**src/rtl/display_scan_controller_pkg.sv**
```systemverilog
// rtl/display_scan_controller_pkg.sv - shared widths, scan FSM states and digit helpers
package display_scan_controller_pkg;

  localparam int NUM_DIGITS = 4;
  localparam int DIG_SEL_W  = 2;
  localparam int NIBBLE_W   = 4;
  localparam int SHADOW_W   = NUM_DIGITS * (NIBBLE_W + 1);

  typedef enum logic {
    ST_BLANK = 1'b0,
    ST_SHOW  = 1'b1
  } scan_state_t;

  // Shadow layout: {dp[3:0], nibble3, nibble2, nibble1, nibble0}
  function automatic logic [NIBBLE_W-1:0] digit_nibble(input logic [SHADOW_W-1:0] s,
                                                       input logic [DIG_SEL_W-1:0] idx);
    return s[idx*NIBBLE_W +: NIBBLE_W];
  endfunction

  function automatic logic digit_dp(input logic [SHADOW_W-1:0] s,
                                    input logic [DIG_SEL_W-1:0] idx);
    return s[NUM_DIGITS*NIBBLE_W + int'(idx)];
  endfunction

  function automatic logic leading_zero(input logic [SHADOW_W-1:0] s,
                                        input logic [DIG_SEL_W-1:0] idx);
    return (idx != '0) &&
           ((s[NUM_DIGITS*NIBBLE_W-1:0] >> (idx*NIBBLE_W)) == '0);
  endfunction

endpackage

```
**src/rtl/display_scan_controller_scan_tick_gen.sv**
```systemverilog
// rtl/display_scan_controller_scan_tick_gen.sv - digit slot counter with slot_end/blank_end strobes
module scan_tick_gen #(
  parameter int CLK_DIV      = 50000,
  parameter int BLANK_CYCLES = 16
) (
  input  logic i_clk,
  input  logic i_rst_n,
  output logic o_slot_end,
  output logic o_blank_end
);

  localparam int CW = $clog2(CLK_DIV);

  logic [CW-1:0] r_count;
  logic          w_slot_end;

  assign w_slot_end = (r_count == CW'(CLK_DIV - 1));

  always_ff @(posedge i_clk or negedge i_rst_n) begin
    if (!i_rst_n) begin
      r_count <= '0;
    end else if (w_slot_end) begin
      r_count <= '0;
    end else begin
      r_count <= r_count + 1'b1;
    end
  end

  // Fires on the last blanking cycle so the registered FSM shows from count==BLANK_CYCLES
  assign o_blank_end = (BLANK_CYCLES > 0) && (r_count == CW'(BLANK_CYCLES - 1));
  assign o_slot_end  = w_slot_end;

endmodule

```
**src/rtl/display_scan_controller.sv**
```systemverilog
// rtl/display_scan_controller.sv - 4-digit 7-seg scan driver with frame-aligned value updates
// Optional: LEADING_ZERO_SUPPRESS_EN blanks leading zero digits 1..3.
module display_scan_controller
  import display_scan_controller_pkg::*;
#(
  parameter int CLK_DIV      = 50000,
  parameter int BLANK_CYCLES = 16
) (
  input  logic                 clk,
  input  logic                 rst_n,
  input  logic [15:0]          value,
  input  logic [3:0]           dp_in,
  input  logic                 load,
  output logic [DIG_SEL_W-1:0] dig_sel,
  output logic [NIBBLE_W-1:0]  nibble,
  output logic                 dp,
  output logic                 blank,
  output logic                 frame_done
);

  scan_state_t           r_state, w_state_next;
  logic [SHADOW_W-1:0]   r_shadow, r_pend, w_shadow_next;
  logic                  r_pend_vld;
  logic                  w_slot_end, w_blank_end, w_wrap, w_suppress, w_blank_next;
  logic [DIG_SEL_W-1:0]  w_dig_next;

  scan_tick_gen #(
    .CLK_DIV      (CLK_DIV),
    .BLANK_CYCLES (BLANK_CYCLES)
  ) u_tick (
    .i_clk       (clk),
    .i_rst_n     (rst_n),
    .o_slot_end  (w_slot_end),
    .o_blank_end (w_blank_end)
  );

  assign w_wrap     = w_slot_end && (dig_sel == DIG_SEL_W'(NUM_DIGITS - 1));
  assign w_dig_next = w_slot_end ? dig_sel + 1'b1 : dig_sel;

  // A load in the wrap cycle bypasses pending so it is shown from slot 0 of the new frame
  always_comb begin
    w_shadow_next = r_shadow;
    if (w_wrap) begin
      if (load) begin
        w_shadow_next = {dp_in, value};
      end else if (r_pend_vld) begin
        w_shadow_next = r_pend;
      end
    end
  end

`ifdef LEADING_ZERO_SUPPRESS_EN
  assign w_suppress = leading_zero(w_shadow_next, w_dig_next);
`else
  assign w_suppress = 1'b0;
`endif

  always_comb begin
    w_state_next = r_state;
    case (r_state)
      ST_BLANK: if (BLANK_CYCLES == 0 || w_blank_end) w_state_next = ST_SHOW;
      ST_SHOW:  if (w_slot_end) w_state_next = (BLANK_CYCLES == 0) ? ST_SHOW : ST_BLANK;
      default:  w_state_next = ST_BLANK;
    endcase
    w_blank_next = (w_state_next == ST_BLANK) || w_suppress;
  end

  always_ff @(posedge clk or negedge rst_n) begin
    if (!rst_n) begin
      r_state    <= ST_BLANK;
      dig_sel    <= '0;
      nibble     <= '0;
      dp         <= 1'b0;
      blank      <= 1'b1;
      frame_done <= 1'b0;
      r_shadow   <= '0;
      r_pend     <= '0;
      r_pend_vld <= 1'b0;
    end else begin
      r_state    <= w_state_next;
      dig_sel    <= w_dig_next;
      nibble     <= digit_nibble(w_shadow_next, w_dig_next);
      dp         <= digit_dp(w_shadow_next, w_dig_next) & ~w_blank_next;
      blank      <= w_blank_next;
      frame_done <= w_wrap;
      r_shadow   <= w_shadow_next;
      if (load && !w_wrap) begin
        r_pend     <= {dp_in, value};
        r_pend_vld <= 1'b1;
      end else if (w_wrap) begin
        r_pend_vld <= 1'b0;
      end
    end
  end

endmodule

```
**config.mk**
```make
export PLATFORM = sky130hd
export DESIGN_NAME = display_scan_controller
export DESIGN_NICKNAME = d
export VERILOG_FILES = /design/src/rtl/display_scan_controller_pkg.sv /design/src/rtl/display_scan_controller_scan_tick_gen.sv /design/src/rtl/display_scan_controller.sv
export SDC_FILE = /design/constraint.sdc
export NUM_CORES = 1
export LEC_CHECK = 0
export BUFFER_PORTS_ARGS = -buffer_cell sky130_fd_sc_hd__buf_2
export CAP_MARGIN = 10
export CORE_ASPECT_RATIO = 1.2
export CORE_MARGIN = 8
export CORE_UTILIZATION = 40
export DETAILED_ROUTE_END_ITERATION = 6
export GPL_ROUTABILITY_DRIVEN = 0
export HOLD_SLACK_MARGIN = 0.06
export PLACE_DENSITY = 0.66
export SLEW_MARGIN = 20
export SYNTH_ARGS = -nofsm -noshare
export SYNTH_HDL_FRONTEND = slang
export SYNTH_HIERARCHICAL = 1
export SYNTH_SLANG_ARGS = --single-unit
```
**constraint.sdc**
```tcl
create_clock -name clk -period 3.09 [get_ports clk]
set_clock_uncertainty 0.1 [all_clocks]
set_input_delay 0.309 -clock clk [delete_from_list [all_inputs] [get_ports clk]]
set_output_delay 0.309 -clock clk [all_outputs]
set_load 0.005 [all_outputs]
```
==> parameters.txt, run 1 <==
Parameter                              Value

Cells and area
  Antenna diode instance count ... 0
  Proportion of layout cells with a drive suffix above 1 ... 26.6%
  Cell Count, Final, Fillers Out ... 408
  Net count, final ... 336
  Area delta synth->final ... 15.3%
  Final standard cell area without fillers ... 3570 um2
  Number of inserted filler cells in the final layout ... 746

Placement
  Instance area at placement ... between 3000 and 4000 um2
  Placed Cells incl. Taps ... 392
  IO Port Bufs ... 31
  Post-DP HPWL ... between 4 and 5 mm

Routing
  Number of optimization iterations in the first detailed-route pass ... 4
  Post-detailed-route count of antenna-violating nets ... 0
  Detailed-route vias per instance ... around 5.5
  Post-route DRC ... 0
  WL final ... 6.72 mm
  DRT iter0 DRCs ... 109
  Routed length per placed instance ... 16.5 um
  Vias ... 2236

Hold path
  HP Class ... input port to asynchronous set/reset pin

Yosys
  Yosys warning total ... 6
  Nets in the synthesized netlist ... 299
  Cell count after synthesis ... 274
  Post-synthesis instance area ... 3100 um2
  Synthesized area per cell ... 11.3 um2
  Post-synth ARST share ... 100%
  Post-synth EDFFs ... 0
  Sequential fraction of the synthesis area ... 54.1%
  Distinct cell type count of the synthesized netlist ... between 40 and 50
  Number of storage elements in the synthesis netlist ... 67
  Ys flop type ... sky130_fd_sc_hd__dfrtp_1

Setup path
  Setup CP Type ... flip-flop to flip-flop
  Endpoint class of the critical path ... flip-flop
  Arrival time at the worst endpoint ... ~2.7 ns
  Required time of the critical path ... 3.22 ns
  Critical Path Start Type ... flip-flop
  Largest driver fanout on the critical path ... 6

Floorplan
  Core ar. ... 7620 um2
  Initial core utilization ... 40.7%
  Die Y ... 112 um
  Number of top-level design ports ... 32
  Die Footprint ... between 10000 and 15000 um2
  DIE WIDTH ... 96.4 um
  Number of placement rows ... 35

Timing
  Minimum clock period after layout ... 2.61 ns
  Share of the clock period used by the worst path ... between 80% and 90%
  Least-Margin Pin Slew ... 0.832 ns
  Highest Clock Rate ... approximately 0.38 GHz
  Unrepaired setup endpoints after global routing ... false
  Final hold vios ... 0
  Setup TNS Final ... 0 ns
  Max-slew violations ... 0
  WHS ... 0.0459 ns
  Final setup violation count ... 0
  Relative slew slack ... between 40% and 50%

Clocking
  Number of clock buffers inserted by TritonCTS ... 9
  Clk sinks ... 67
  Clock slew at reported path FFs ... approximately 0.080 ns
  Root buf cell ... sky130_fd_sc_hd__clkbuf_8
  CTS Buffer Depth ... 2
  TritonCTS clock tree ... built
  Number of setup buffers added after CTS ... 0
  Number of hold buffers added after CTS ... 0
  Skew-Pair Late Insertion Delay ... 0.34 ns
  Depth of the CTS H-tree ... 3
  Resized cells post-CTS ... 0

Power
  Maximum vdd ir drop ... approximately 370 uV
  Pwr/cell area ... approximately 530 nW/um2
  Static leakage ... 1.56 nW

Global route
  Via count of the first global-routing pass ... 2405
  Pin count of the biggest net entering global routing ... 68
  All-layer global routing usage ... between 10% and 20%
  Antenna violations before repair ... 1
  Total congestion overflow ... 0
  Wire length of the first global-routing pass ... 11.6 mm

Run status
  Result of the run ... complete, no violations

Run
  Max-cap violations ... 0
cells in the final DEF (no fill, tap or decap), types with 9 or more instances in the layout:
| cell | n |
|---|---|
| sky130_fd_sc_hd__nor2_1 | 21 |
| sky130_fd_sc_hd__dfrtp_1 | 66 |
| sky130_fd_sc_hd__o22ai_1 | 12 |
| sky130_fd_sc_hd__a22oi_1 | 17 |
| sky130_fd_sc_hd__buf_2 | 31 |
| sky130_fd_sc_hd__nor2b_1 | 18 |
| sky130_fd_sc_hd__mux2_2 | 20 |
| sky130_fd_sc_hd__o21ai_1 | 15 |
| sky130_fd_sc_hd__a31oi_1 | 17 |
| sky130_fd_sc_hd__clkbuf_8 | 9 |
where the power goes:
| part | switching [mW] | total [mW] | internal (mW) |
|---|---|---|---|
| clock network | 0.339 | 0.795 | 0.456 |
| logic | 0.0650 | 0.130 | 0.0648 |
| registers | 0.0248 | 0.953 | 0.928 |
| total | 0.429 | 1.88 | 1.45 |
Yosys cell counts (all sizes together) (5+ instances only):
cell type	number	share of area, %
a22oi	17	4.1
a31oi	17	3.4
buf	10	2.1
dfrtp	66	53
inv	6	0.73
mux2	20	7.3
nand2	8	1.2
nand3	9	1.9
nor2	21	2.5
nor2b	18	3.6
nor3	6	1.3
nor4	5	1.7
o21ai	19	3.1
o22ai	12	2.4
xnor2	8	2.3
xor2	7	2.6
path summary, 6_finish.rpt:
| check | start | endpoint | slack (ns) | depth (start not counted) |
|---|---|---|---|---|
| hold reg to reg | u_tick/r_count[0] | u_tick/r_count[0] | 0.39 | 1 |
| min in group clk | value[10] | r_pend[10] | 0.11 | 2 |
| setup reg to reg | u_tick/r_count[0] | nibble[0] | 0.48 | 9 |
| max in group asynchronous | rst_n | r_pend[7] | 2.30 | 2 |
| hold / removal | rst_n | r_pend[9] | 0.05 | 2 |
| setup / recovery | u_tick/r_count[0] | nibble[0] | 0.48 | 9 |
worst max-delay path: stages (launching register included):
cell,delay [ns]
sky130_fd_sc_hd__dfrtp_1,0.39
sky130_fd_sc_hd__ha_1,0.22
sky130_fd_sc_hd__and3_1,0.24
sky130_fd_sc_hd__nand3_1,0.15
sky130_fd_sc_hd__nor3_4,0.38
sky130_fd_sc_hd__nand2b_1,0.20
sky130_fd_sc_hd__nand2_1,0.15
sky130_fd_sc_hd__or2_2,0.36
sky130_fd_sc_hd__o22ai_1,0.22
sky130_fd_sc_hd__nor2_1,0.08
sequential cells by signal, summed over array words and instances (netlist names):
register        count
r_shadow           20
r_state             1
dig_sel             2
u_tick/r_count     16
frame_done          1
r_pend_vld          1
r_pend             20
blank               1
dp                  1
nibble              4
logic make-up after synthesis:
family | synth area share (%)
DFF | 54.1
buffers and inverters | 3.31
and+or+nand+nor | 14.5
xor gates and xnor gates | 4.84
muxes | 7.91
adders and majority gates | 0.807
AOI/OAI and AO/OA | 14.5
area by class of cell:
cell class	count	area, um2	share of cell area [%]
flip-flops and latches	67	1680	47.0
inverters	7	27.5	0.770
multi-input cells	187	1320	36.9
clock inverters	6	90.1	2.52
clock buffers	10	128	3.57
well taps	92	115	3.22
repair buffers	39	215	6.02
per-stage QoR:
stage	power (mW)	util [%]	worst slack, ns
global placement	1.10	44.0	0.560
global route	1.96	46.9	0.261
finish	1.88	46.9	0.485
CTS	1.90	46.9	0.440
floorplan	1.04	-	0.688
detailed placement	1.10	44.0	0.495
layer usage:
layer	wire length, um	vias to the layer above	GRT usage, %
li1	-	1067	-
met1	2850	1111	16.3
met2	3380	43	21.9
met3	349	13	3.40
met4	129	2	6.17
met5	8	-	0
(Power assumes the default switching activity.)
==> inputs of run 2 (changes only) <==
- ABC_AREA: default -> 1
- PLACE_DENSITY: 0.66 -> 0.68
- clock period: 3.09 -> 2.3 ns (I/O delays scaled with it)
==> parameters.txt, run 2 <==
Parameter                              Value

Yosys
  Distinct cell type count of the synthesized netlist ... 40
  Cell count after synthesis ... ~380
  Cell type with the largest total area after synthesis ... sky130_fd_sc_hd__dfrtp_1
  Leading cell type by number of instances after synthesis ... sky130_fd_sc_hd__nand2_1
  Area contributors post-synth ... sky130_fd_sc_hd__dfrtp_1 48%, sky130_fd_sc_hd__nand2_1 10%, sky130_fd_sc_hd__mux2_2 5.2%
  Sequential fraction of the synthesis area ... about half
  Yosys warning total ... 6
  Area share of the leading cell type in the synthesized netlist ... 48.1%
  Most instantiated cells after synthesis ... 93 x sky130_fd_sc_hd__nand2_1, 66 x sky130_fd_sc_hd__dfrtp_1, 36 x sky130_fd_sc_hd__inv_1
  Post-synth ARST share ... 100%
  Number of storage elements in the synthesis netlist ... 67
  Post-synth EDFFs ... 0
  Post-synthesis instance area ... roughly 3400 um2
  Nets in the synthesized netlist ... 400
  Synthesized area per cell ... 9.17 um2
  Ys flop type ... sky130_fd_sc_hd__dfrtp_1

Routing
  DRT iter0 DRCs ... 98
  Routed length per placed instance ... 12.5 um
  Post-detailed-route count of antenna-violating nets ... 0
  Post-route DRC ... 0
  Vias ... roughly 2700
  Number of optimization iterations in the first detailed-route pass ... 4
  WL final ... slightly below 7 mm
  Detailed-route vias per instance ... about 4.7

Setup path
  Critical Path Start Type ... flip-flop
  Largest driver fanout on the critical path ... 17
  Worst Reg2Reg Path Length in Cells ... 8
  Setup CP Type ... flip-flop to flip-flop
  Worst path slowest cell ... sky130_fd_sc_hd__dfrtp_1
  Setup slack of the worst register-to-register path ... 0.18 ns
  Buf/Inv on CP ... 1
  Required time of the critical path ... 2.42 ns
  R2r endpoint ... r_pend[7]
  R2r startpoint ... u_tick/r_count[0]
  Arrival time at the worst endpoint ... 2.24 ns
  Dominant delay contributor by cell family on the critical path ... simple AND/OR/NAND/NOR gates
  Critical Path Stages ... 8
  Endpoint class of the critical path ... flip-flop
  CP Cell Sequence ... ha_1, nand3_2, nor2_1, nand2_1, inv_4, nand2_2, nand2_2, mux2_2
  Delay contributed by the slowest stage of the critical path ... 0.40 ns
  Cell occurring most often along the worst timing path ... sky130_fd_sc_hd__nand2_2

Floorplan
  Die Footprint ... 11800 um2
  Initial core utilization ... between 40% and 50%
  Core ar. ... between 8000 and 9000 um2
  Number of top-level design ports ... 32
  Die Y ... 118 um
  DIE WIDTH ... 101 um
  Number of placement rows ... 37

Placement
  Placed Cells incl. Taps ... 521
  Post-DP HPWL ... 5.06 mm
  IO Port Bufs ... 31
  Worst slack at placement ... between 0.15 and 0.2 ns

Timing
  Final setup violation count ... 0
  Final hold vios ... 0
  Final worst setup slack ... 0.180 ns
  Relative slew slack ... between 60 and 70%
  Highest Clock Rate ... 0.472 GHz
  Max-slew violations ... 0
  Share of the clock period used by the worst path ... 92.2%
  Least-Margin Pin Slew ... between 0.5 and 0.6 ns
  Minimum clock period after layout ... 2.12 ns

Clocking
  Skew-Pair Late Insertion Delay ... 0.34 ns
  Number of clock buffers inserted by TritonCTS ... 9
  Depth of the CTS H-tree ... 3
  CTS Buffer Depth ... 2
  Root buf cell ... sky130_fd_sc_hd__clkbuf_8
  TritonCTS clock tree ... built
  Clk sinks ... 67
  Clock slew at reported path FFs ... 0.08 ns

Power
  Pwr/cell area ... 564 nW/um2
  Static leakage ... 2.00 nW
  Maximum vdd ir drop ... 353 uV
  Post-layout power ... 2.33 mW

Cells and area
  Cell Count, Final, Fillers Out ... 558
  Top Registers ... r_pend: 20 flops, r_shadow: 20 flops, u_tick/r_count: 16 flops
  Most common cell after layout, fill and taps aside ... sky130_fd_sc_hd__nand2_1
  Register cell area after layout ... around 1700 um2
  Antenna diode instance count ... 0
  Area delta synth->final ... 20.0%
  Net count, final ... around 460
  Proportion of layout cells with a drive suffix above 1 ... 26.3%
  Number of inserted filler cells in the final layout ... 779
  Leading cell types in the layout, fill and taps excluded ... 93 x sky130_fd_sc_hd__nand2_1, 65 x sky130_fd_sc_hd__dfrtp_1, 35 x sky130_fd_sc_hd__inv_1
  Area of the multi-input gates ... about 1500 um2

Hold path
  Worst hold stages ... 3
  Min-Delay Endpoint ... r_pend_vld
  Hold Crit Start ... load
  HP Class ... input port to flip-flop

Global route
  All-layer global routing usage ... 12.8%
  Antenna violations before repair ... 0
  Pin count of the biggest net entering global routing ... 24
  Total congestion overflow ... 0
  Wire length of the first global-routing pass ... 12.3 mm
  Via count of the first global-routing pass ... 2742

Run
  Max-cap violations ... 0

Run status
  Result of the run ... complete, no violations
[run 2: cell count changes in the layout (fill, tap and decap cells not counted), sizes merged, moves of 8 or more]
| cell | change |
|---|---|
| dlygate4sd3 | +21 |
| and2 | +11 |
| nor2b | -17 |
| o21ai | -10 |
| a31oi | -17 |
| a22oi | -17 |
| nor2 | +8 |
| inv | +39 |
| nand2 | +92 |
| nand3 | +18 |
[run 2: worst register-to-register path, stage by stage, from the launching register on]
cell	delay, ns
sky130_fd_sc_hd__dfrtp_1	0.40
sky130_fd_sc_hd__ha_1	0.21
sky130_fd_sc_hd__nand3_2	0.09
sky130_fd_sc_hd__nor2_1	0.16
sky130_fd_sc_hd__nand2_1	0.13
sky130_fd_sc_hd__inv_4	0.12
sky130_fd_sc_hd__nand2_2	0.09
sky130_fd_sc_hd__nand2_2	0.31
sky130_fd_sc_hd__mux2_2	0.40
[run 2: cells by family (layout without fill, tap and decap cells)]
logic type / count (synthesis) / after routing / share of synthesized area [%]
simple gates: 184 / 184 / 25.4
flops: 67 / 67 / 48.8
buf+inv: 57 / 123 / 8.41
compound gates: 41 / 41 / 9.32
mux: 16 / 16 / 5.24
xor+xnor: 8 / 8 / 2.04
fa+ha+maj: 2 / 2 / 0.728
[run 2: cell type report]
| cell class | count | share of cell area, % |
|---|---|---|
| well taps | 117 | 3.55 |
| repair buffers | 62 | 11.1 |
| clock inverters | 6 | 1.18 |
| flip-flops and latches | 67 | 40.7 |
| clock buffers | 10 | 3.34 |
| inverters | 45 | 4.46 |
| multi-input cells | 251 | 35.7 |
[run 2: report_power, final]
| group | total, mW | internal, mW | leakage, nW | switching, mW |
|---|---|---|---|---|
| Combinational | 0.180 | 0.0951 | 1.12 | 0.0853 |
| Sequential | 1.23 | 1.21 | 0.794 | 0.0189 |
| Clock | 0.918 | 0.430 | 0.0855 | 0.488 |
| Total | 2.33 | 1.74 | 2.00 | 0.592 |
[run 2: worst max path at each step]
stage | start | to | slack (ns)
floorplan | u_tick/r_count[0] | r_pend[14] | 0.30
global placement | u_tick/r_count[0] | nibble[3] | 0.21
detailed placement | u_tick/r_count[0] | nibble[3] | 0.15
CTS | u_tick/r_count[0] | nibble[3] | 0.12
global route | u_tick/r_count[0] | nibble[3] | -0.0003
finish | u_tick/r_count[0] | r_pend[7] | 0.18
[run 2: layer usage]
layer / up-vias / part of all wire, % / track usage, %
li1: 1329 / - / -
met4: 0 / 0.55 / 3.70
met2: 51 / 50 / 21.2
met5: - / 0 / 0
met1: 1268 / 45 / 15.2
met3: 2 / 4.1 / 4.26
[run 2: repair_timing]
action	4_1_cts	5_1_grt
endpoints found under the hold margin	39	0
resized for setup	0	6
setup buffers	0	0
setup endpoints to repair	0	5
hold buffers	21	0
[run 2: per-stage QoR]
step	instance area [um2]	hold slack [ns]	utilization, %	setup TNS [ns]
CTS	4110	0.175	48.5	0
detailed placement	3720	0.136	43.9	0
finish	4130	0.190	48.7	0
floorplan	3440	-0.166	-	0
global placement	3720	0.135	43.9	0
global route	4130	0.189	48.7	-0.000326
